[config.mk]
export PLATFORM = sky130hd
export DESIGN_NAME = uart_rx
export DESIGN_NICKNAME = d
export VERILOG_FILES = /design/src/rtl/uart_pkg.sv /design/src/rtl/uart_rx_sync.sv /design/src/rtl/uart_rx.sv
export SDC_FILE = /design/constraint.sdc
export NUM_CORES = 1
export LEC_CHECK = 0
export CAP_MARGIN = 20
export CORE_ASPECT_RATIO = 0.5
export CORE_MARGIN = 8
export CORE_UTILIZATION = 31
export DETAILED_ROUTE_END_ITERATION = 10
export HOLD_SLACK_MARGIN = 0.05
export SETUP_SLACK_MARGIN = 0.05
export SYNTH_ARGS = -nofsm -noshare
export SYNTH_HDL_FRONTEND = slang
export SYNTH_SLANG_ARGS = --single-unit
[constraint.sdc]
create_clock -name clk -period 2.6 [get_ports clk]
set_input_delay 0.52 -clock clk [delete_from_list [all_inputs] [get_ports clk]]
set_output_delay 0.52 -clock clk [all_outputs]
set_load 0.01 [all_outputs]
[src/rtl/uart_pkg.sv]
// rtl/uart_pkg.sv - shared types and constants for the UART receiver
//
// Holds the receiver state enum, default frame geometry and the idle line
// level. When UART_RX_PARITY_EN is defined the enum gains a PARITY state.
package uart_pkg;

  localparam int OVERSAMPLE_DEF = 16;
  localparam int DATA_BITS_DEF  = 8;

  // Serial line level between frames; also the synchronizer reset value so
  // that reset never looks like a start bit edge.
  localparam logic IDLE_LEVEL = 1'b1;

  typedef enum logic [2:0] {
    IDLE,
    START,
    DATA,
`ifdef UART_RX_PARITY_EN
    PARITY,
`endif
    STOP
  } state_t;

endpackage

[src/rtl/uart_rx_sync.sv]
// rtl/uart_rx_sync.sv - two-flop synchronizer for the asynchronous rx line
//
// Ports:
//   clk   system clock
//   rst   synchronous active-high reset; both flops load RESET_VAL
//   d     asynchronous input
//   q     synchronized output (two clk latency)
module uart_rx_sync #(
  parameter logic RESET_VAL = 1'b1
) (
  input  logic clk,
  input  logic rst,
  input  logic d,
  output logic q
);

  logic meta;

  always_ff @(posedge clk) begin
    if (rst) begin
      meta <= RESET_VAL;
      q    <= RESET_VAL;
    end else begin
      meta <= d;
      q    <= meta;
    end
  end

endmodule

[src/rtl/uart_rx.sv]
// rtl/uart_rx.sv - oversampling UART receiver with sticky status flags
//
// Ports:
//   clk         system clock, rising edge
//   rst         synchronous active-high reset
//   rx_enb      one-clk oversample tick; the FSM only advances on ticks
//   rx          asynchronous serial input, idle high
//   rdy_clr     consumer acknowledge; clears rdy/frame_err/overrun/parity_err
//   data        last byte received with a good stop bit
//   rdy         data valid, sticky until rdy_clr
//   frame_err   stop bit sampled low, sticky until rdy_clr
//   overrun     byte completed while rdy was still set, sticky until rdy_clr
//   parity_err  even-parity mismatch, sticky until rdy_clr
//
// Build option: define UART_RX_PARITY_EN to receive one even-parity bit
// between the last data bit and the stop bit; otherwise parity_err is 0.
module uart_rx
  import uart_pkg::*;
#(
  parameter int OVERSAMPLE = OVERSAMPLE_DEF,
  parameter int DATA_BITS  = DATA_BITS_DEF
) (
  input  logic                 clk,
  input  logic                 rst,
  input  logic                 rx_enb,
  input  logic                 rx,
  input  logic                 rdy_clr,
  output logic [DATA_BITS-1:0] data,
  output logic                 rdy,
  output logic                 frame_err,
  output logic                 overrun,
  output logic                 parity_err
);

  localparam int CW = (OVERSAMPLE > 1) ? $clog2(OVERSAMPLE) : 1;
  localparam int IW = (DATA_BITS > 1) ? $clog2(DATA_BITS) : 1;

  localparam logic [CW-1:0] CNT_HALF = CW'(OVERSAMPLE / 2 - 1);
  localparam logic [CW-1:0] CNT_LAST = CW'(OVERSAMPLE - 1);
  localparam logic [IW-1:0] IDX_LAST = IW'(DATA_BITS - 1);

  logic rx_s;

  state_t               state_q, state_d;
  logic [CW-1:0]        cnt_q, cnt_d;
  logic [IW-1:0]        idx_q, idx_d;
  logic [DATA_BITS-1:0] shift_q, shift_d;
  logic [DATA_BITS-1:0] data_d;
  logic                 rdy_d, frame_err_d, overrun_d;

  uart_rx_sync #(
    .RESET_VAL(IDLE_LEVEL)
  ) u_sync (
    .clk(clk),
    .rst(rst),
    .d  (rx),
    .q  (rx_s)
  );

`ifdef UART_RX_PARITY_EN
  logic par_q, par_d;
  logic parity_err_d;
`endif

  always_comb begin
    state_d     = state_q;
    cnt_d       = cnt_q;
    idx_d       = idx_q;
    shift_d     = shift_q;
    data_d      = data;
    rdy_d       = rdy;
    frame_err_d = frame_err;
    overrun_d   = overrun;
`ifdef UART_RX_PARITY_EN
    par_d        = par_q;
    parity_err_d = parity_err;
`endif

    // The acknowledge is applied first so that a completion in the same
    // cycle overrides it below.
    if (rdy_clr) begin
      rdy_d       = 1'b0;
      frame_err_d = 1'b0;
      overrun_d   = 1'b0;
`ifdef UART_RX_PARITY_EN
      parity_err_d = 1'b0;
`endif
    end

    if (rx_enb) begin
      case (state_q)
        IDLE: begin
          if (!rx_s) begin
            state_d = START;
            cnt_d   = '0;
          end
        end

        START: begin
          if (cnt_q == CNT_HALF) begin
            // Still low at mid start bit: real frame. High: a glitch.
            if (!rx_s) begin
              state_d = DATA;
              cnt_d   = '0;
              idx_d   = '0;
            end else begin
              state_d = IDLE;
            end
          end else begin
            cnt_d = cnt_q + 1'b1;
          end
        end

        DATA: begin
          if (cnt_q == CNT_LAST) begin
            shift_d = {rx_s, shift_q[DATA_BITS-1:1]};
            cnt_d   = '0;
            if (idx_q == IDX_LAST) begin
`ifdef UART_RX_PARITY_EN
              state_d = PARITY;
`else
              state_d = STOP;
`endif
            end else begin
              idx_d = idx_q + 1'b1;
            end
          end else begin
            cnt_d = cnt_q + 1'b1;
          end
        end

`ifdef UART_RX_PARITY_EN
        PARITY: begin
          if (cnt_q == CNT_LAST) begin
            par_d   = rx_s;
            cnt_d   = '0;
            state_d = STOP;
          end else begin
            cnt_d = cnt_q + 1'b1;
          end
        end
`endif

        STOP: begin
          if (cnt_q == CNT_LAST) begin
            state_d = IDLE;
            cnt_d   = '0;
            if (rx_s) begin
              data_d = shift_q;
              rdy_d  = 1'b1;
              // An acknowledge arriving with the new byte means the old
              // byte was consumed, so no overrun in that case.
              if (rdy && !rdy_clr) begin
                overrun_d = 1'b1;
              end
`ifdef UART_RX_PARITY_EN
              if (^{shift_q, par_q}) begin
                parity_err_d = 1'b1;
              end
`endif
            end else begin
              frame_err_d = 1'b1;
            end
          end else begin
            cnt_d = cnt_q + 1'b1;
          end
        end

        default: state_d = IDLE;
      endcase
    end
  end

  always_ff @(posedge clk) begin
    if (rst) begin
      state_q   <= IDLE;
      cnt_q     <= '0;
      idx_q     <= '0;
      shift_q   <= '0;
      data      <= '0;
      rdy       <= 1'b0;
      frame_err <= 1'b0;
      overrun   <= 1'b0;
    end else begin
      state_q   <= state_d;
      cnt_q     <= cnt_d;
      idx_q     <= idx_d;
      shift_q   <= shift_d;
      data      <= data_d;
      rdy       <= rdy_d;
      frame_err <= frame_err_d;
      overrun   <= overrun_d;
    end
  end

`ifdef UART_RX_PARITY_EN
  always_ff @(posedge clk) begin
    if (rst) begin
      par_q      <= 1'b0;
      parity_err <= 1'b0;
    end else begin
      par_q      <= par_d;
      parity_err <= parity_err_d;
    end
  end
`else
  assign parity_err = 1'b0;
`endif

endmodule

# Yosys cells after proc, flatten, opt, wreduce, memory -nomap -nowiden
# Index checks and enable logic that the tools add are counted.
[totals]
register_bits = 31
input_bits = 5
out_inout_bits = 12
[op_classes]
n_addsub = 2
n_eq_ne = 13
muxes = 32
n_reduce_logical = 11
[ops]
columns = ["cell", "n"]
rows = [
  ["two-way mux 3 bit", 9],
  ["two-way mux 1 bit", 16],
  ["inequality test 2 bit, second input constant", 7],
  ["two-way mux 4 bit", 3],
  ["case mux 3 bit (4 select lines)", 1],
  ["case mux 4 bit (3 select lines)", 1],
  ["AND reduction 6 bit", 2],
  ["equality test 3 x 2 -> 1 bit, second input constant", 2],
  ["case mux 3 bit (2 select lines)", 1],
  ["adder 4 x 1 -> 4 bit, second input constant", 1],
  ["equality test 4 x 3 -> 1 bit, second input constant", 1],
  ["equality test 4 bit, second input constant", 1],
  ["AND reduction 4 bit", 1],
  ["adder 3 x 1 -> 3 bit, second input constant", 1],
  ["equality test 3 x 1 -> 1 bit, second input constant", 1],
  ["equality test 3 bit, second input constant", 1],
  ["zero test 3 bit", 1],
  ["AND reduction 3 bit", 1],
  ["nonzero test 3 bit", 1],
  ["two-way mux 2 bit", 1],
  ["AND reduction 2 bit", 1],
  ["nonzero test 2 bit", 1],
  ["OR reduction 2 bit", 1],
  ["logical AND 1 bit", 1],
  ["zero test 1 bit", 1],
]

# Logic depth before layout (Yosys ltp)
[logic_depth]
word_depth = 7
depth_mapped = 6
ltp_nobuf = 5

# Cells and area by module
# A second synthesis with hierarchy kept.
[hier_totals]
hier_cells = 149
hier_area_um2 = 1335.0
[modules_own_cells]
columns = ["mod", "instances", "cells_per_inst", "area_per_inst_um2", "seq_area_each_um2"]
rows = [
  ["uart_rx", 1, 145, 1282.5, 560.5],
  ["uart_rx_sync", 1, 4, 52.6, 40.0],
]

# Worst setup path after synthesis
# No wires, ideal clock.
[synth_path]
kind = "in2reg"
start = "in rx_enb"
end = "reg idx_q[0]"
setup_ns = 0.067
arrival_time_ns = 1.556
slack_ns = 0.976
path_stages = 5
path_buffers = 1
path_cell_list = "buf_2 -> nand4_1 -> or4_4 -> or2_1 -> a21oi_2"
[synth_between]
elab_chain_len = 1
[synth_rtl]
columns = ["item", "line_no", "rtl"]
rows = [
  ["from (decl)", "uart_rx.sv:25", "input logic rx_enb,"],
  ["AND reduction 6 bit (no source line)", "n/a", ""],
  ["to (signal assigned)", "uart_rx.sv:187", "idx_q <= idx_d;"],
  ["to (decl)", "uart_rx.sv:46", "logic [IW-1:0] idx_q, idx_d;"],
]
# Every way passes these cells.
# A chain may end at the register's enable or synchronous reset.

# Final worst setup path
[layout_path]
start = "in rx_enb"
end = "reg data[3]"
[layout_between]
elab_chain_len = 1
[layout_rtl]
columns = ["item", "line_no", "rtl"]
rows = [
  ["AND reduction 4 bit (no source line)", "n/a", ""],
  ["to (signal assigned)", "uart_rx.sv:189", "data <= data_d;"],
  ["to (decl)", "uart_rx.sv:28", "output logic [DATA_BITS-1:0] data,"],
]
# Every way passes these cells.

==> flow_summary.yaml <==
clock_network:
  cts_hold_buf: 0
  cts_tree: "done"
  cts.sinks: 30
  htreeDepth: 2
  cts_buffer_depth: 2
  post_cts_buffers: 0
  insertion_delay_ps: 270
  clockRootBuffer: "clkbuf_8"
  clkTransAtPathRegs_ps: 60
  cts_buffers: 5
  cts_resized: 0
floorplan:
  die_w_um: 107
  core_area_sq_um: 3960
  row_count: 16
  io_pins: 17
  start_util_pct: 32.7
  die_area_sq_um: 6630
  dieHeight_um: 61.7
synthesis:
  yosys.area.top_type: "dfxtp_1"
  synth_cell_types: 40
  synth_cells: 137
  synth-seq-cells: 30
  yosysTopAreaCellShare_pct: 46.4
  yosysMostFrequentCell: "dfxtp_1"
  ys.warnings.count: 0
  synth_edf_count: 0
  syn_area_per_cell_sq_um: 9.45
  mappedNetlistNets: 145
  async_reset_ff_share_pct: 0
  synth_area_sq_um: 1290
  synthTopCellsByArea: "dfxtp_1 46%, mux2i_1 12%, nor2_1 5.5%"
  yosys_most_used_dff: "dfxtp_1"
  yosysSeqAreaShare_pct: 46.4
  synthTopCellsByCount: "30 x dfxtp_1, 19 x nor2_1, 16 x mux2i_1, 7 x nand2_1, 6 x o21ai_0"
global_routing:
  antenna_found_initial: 0
  gr-usage-all-layers_pct: 7.92
  first_global_vias: 928
  busiest_layer: "met2"
  grt_pass1_wl_um: 4150
  grt_use_met1_pct: 9.08
  use_met2_pct: 13.0
  grt_max_degree: 29
  grt_overflow_total: 0
  use_met3_pct: 2.98
setup_path:
  rr_startpoint: "cnt_q[0]$_SDFFE_PP0P_"
  end_kind: "register"
  r2r-end: "data[3]$_SDFFE_PP0P_"
  cp_max_fo: 10
  rrSetupSlack_ps: 790
  critPathKind: "in2reg"
  critPathArrivalTime_ps: 2200
  crit_start: "rx_enb"
  rr_worst_depth: 5
  crit_required_ps: 2760
  worst_setup_path_start_kind: "input port"
routing:
  vias: 966
  drt-vias-per-instance: 4.69
  wl_per_cell_um: 11.7
  drc_errors: 0
  firstDrtPassIters: 4
  wl_um: 2410
  initialDrtViolationCount: 26
  drtAntennaViolNets: 0
place:
  dp_cells: 198
  gp_congestion: 0.743
  dp_hpwl_um: 1710
  post-place-ws_ps: 268
  port_buffers: 15
layout:
  layout-drive-gt1-share_pct: 13.2
  num-nets-final: 159
  final_cell_count_no_fill: 206
  antenna_cells: 0
  synthToLayoutAreaGrowth_pct: 24.5
  utilization_pct: 40.7
worst_hold_path:
  hp-class: "reg2reg"
  min_to: "u_sync.q$_SDFF_PP1_"
  worstHoldPathCells: 1
  hp-start: "u_sync.meta$_SDFF_PP1_"
timing:
  setup_violations: 0
  fmax_mhz: 490
  slew_headroom_pct: 63.9
  finClkSkew_ps: 3.78
  fin_ws_ps: 559
  rsz0062_at_grt: "false"
  worst_pin_slew_ps: 542
  finalHoldViolCount: 0
  fin_crit_sh_pct: 78.5
  slew_viol_final: 0
  fin_crit_ps: 2040
  fin_tns_setup_ps: 0
power_and_ir_drop:
  ir_worst_vdd_v: 0.000291
  p_leak_nw: 0.583
  power_mw: 1.07
  powerDensity_nw_per_um2: 663
job:
  cap_violations: 0
run_status:
  outcome: "completed"
[state kept, by name (all words and copies together) (netlist names), 2 cells and up]
register / count
cnt_q: 4
data: 8
idx_q: 3
shift_q: 8
state_q: 2
[per-stage QoR]
step           hold slack [ps]  instance area [sq um]
3_3_place_gp               400                   1470
3_5_place_dp               403                   1470
6_report                   425                   1610
2_1_floorplan              389                   1290
4_1_cts                    433                   1610
5_1_grt                    441                   1610
[kinds of logic (layout without fill, tap and decap cells)]
logic type / count (synthesis) / count (layout) / synth area share [%]
AO/OA/AOI/OAI: 23 / 23 / 11.9
adder cells (fa/ha/maj): 3 / 3 / 2.90
buffers and inverters: 16 / 31 / 6.38
flip-flops: 30 / 30 / 46.4
multiplexers: 17 / 17 / 13.2
other: 1 / 1 / 0.290
AND/OR/NAND/NOR: 47 / 47 / 18.9
[where the power goes]
part / switching (mW) / leakage [nW] / total, mW / internal (mW)
combinational: 0.0156 / 0.270 / 0.0279 / 0.0123
sequential: 0.00273 / 0.242 / 0.465 / 0.462
clock: 0.168 / 0.0714 / 0.577 / 0.409
total: 0.187 / 0.583 / 1.07 / 0.883
[layout make-up]
type / instances / area [sq um]
timing repair buffer: 17 / 165
sequential: 30 / 601
inverter: 6 / 25.0
multi-input combinational: 91 / 612
clock inverter: 2 / 60.1
tap: 54 / 67.6
fill: 411 / 2350
clock buffer: 6 / 82.6
[cell usage in the layout (no fill, tap or decap), drive strengths merged, types with 2 or more instances in the layout]
cell and instances:
a21oi 6, a22o 2, and2 2, buf 2
bufinv 2, clkbuf 6, clkdlybuf4s50 15, dfxtp 30
ha 3, inv 6, mux2i 16, nand2 7
nand2b 2, nand3 2, nor2 19, nor3 2
o21ai 6, o32ai 2, or2 4
[worst max path at each step]
stage                                        to  depth (start not counted)  slack, ps
after floorplan           idx_q[0]$_SDFFE_PP0P_                          5        980
after detailed placement   data[5]$_SDFFE_PP0P_                          5        270
after global placement     data[4]$_SDFFE_PP0P_                          5        280
after CTS                  data[3]$_SDFFE_PP0P_                          5        560
after global routing       data[0]$_SDFFE_PP0P_                          5        430
final                      data[3]$_SDFFE_PP0P_                          5        560
[critical path: stages]
cell and delay [ps]:
clkdlybuf4s50_1 600, and4_2 270, and3_1 510, mux2i_1 240
nor2_1 50
[metal layers]
metal | vias to the layer above | share of wire, %
met5 | - | 0
met4 | 0 | 1.1
met3 | 2 | 4.3
met2 | 19 | 47
met1 | 444 | 47
li1 | 501 | -
(Power assumes the default switching activity.)
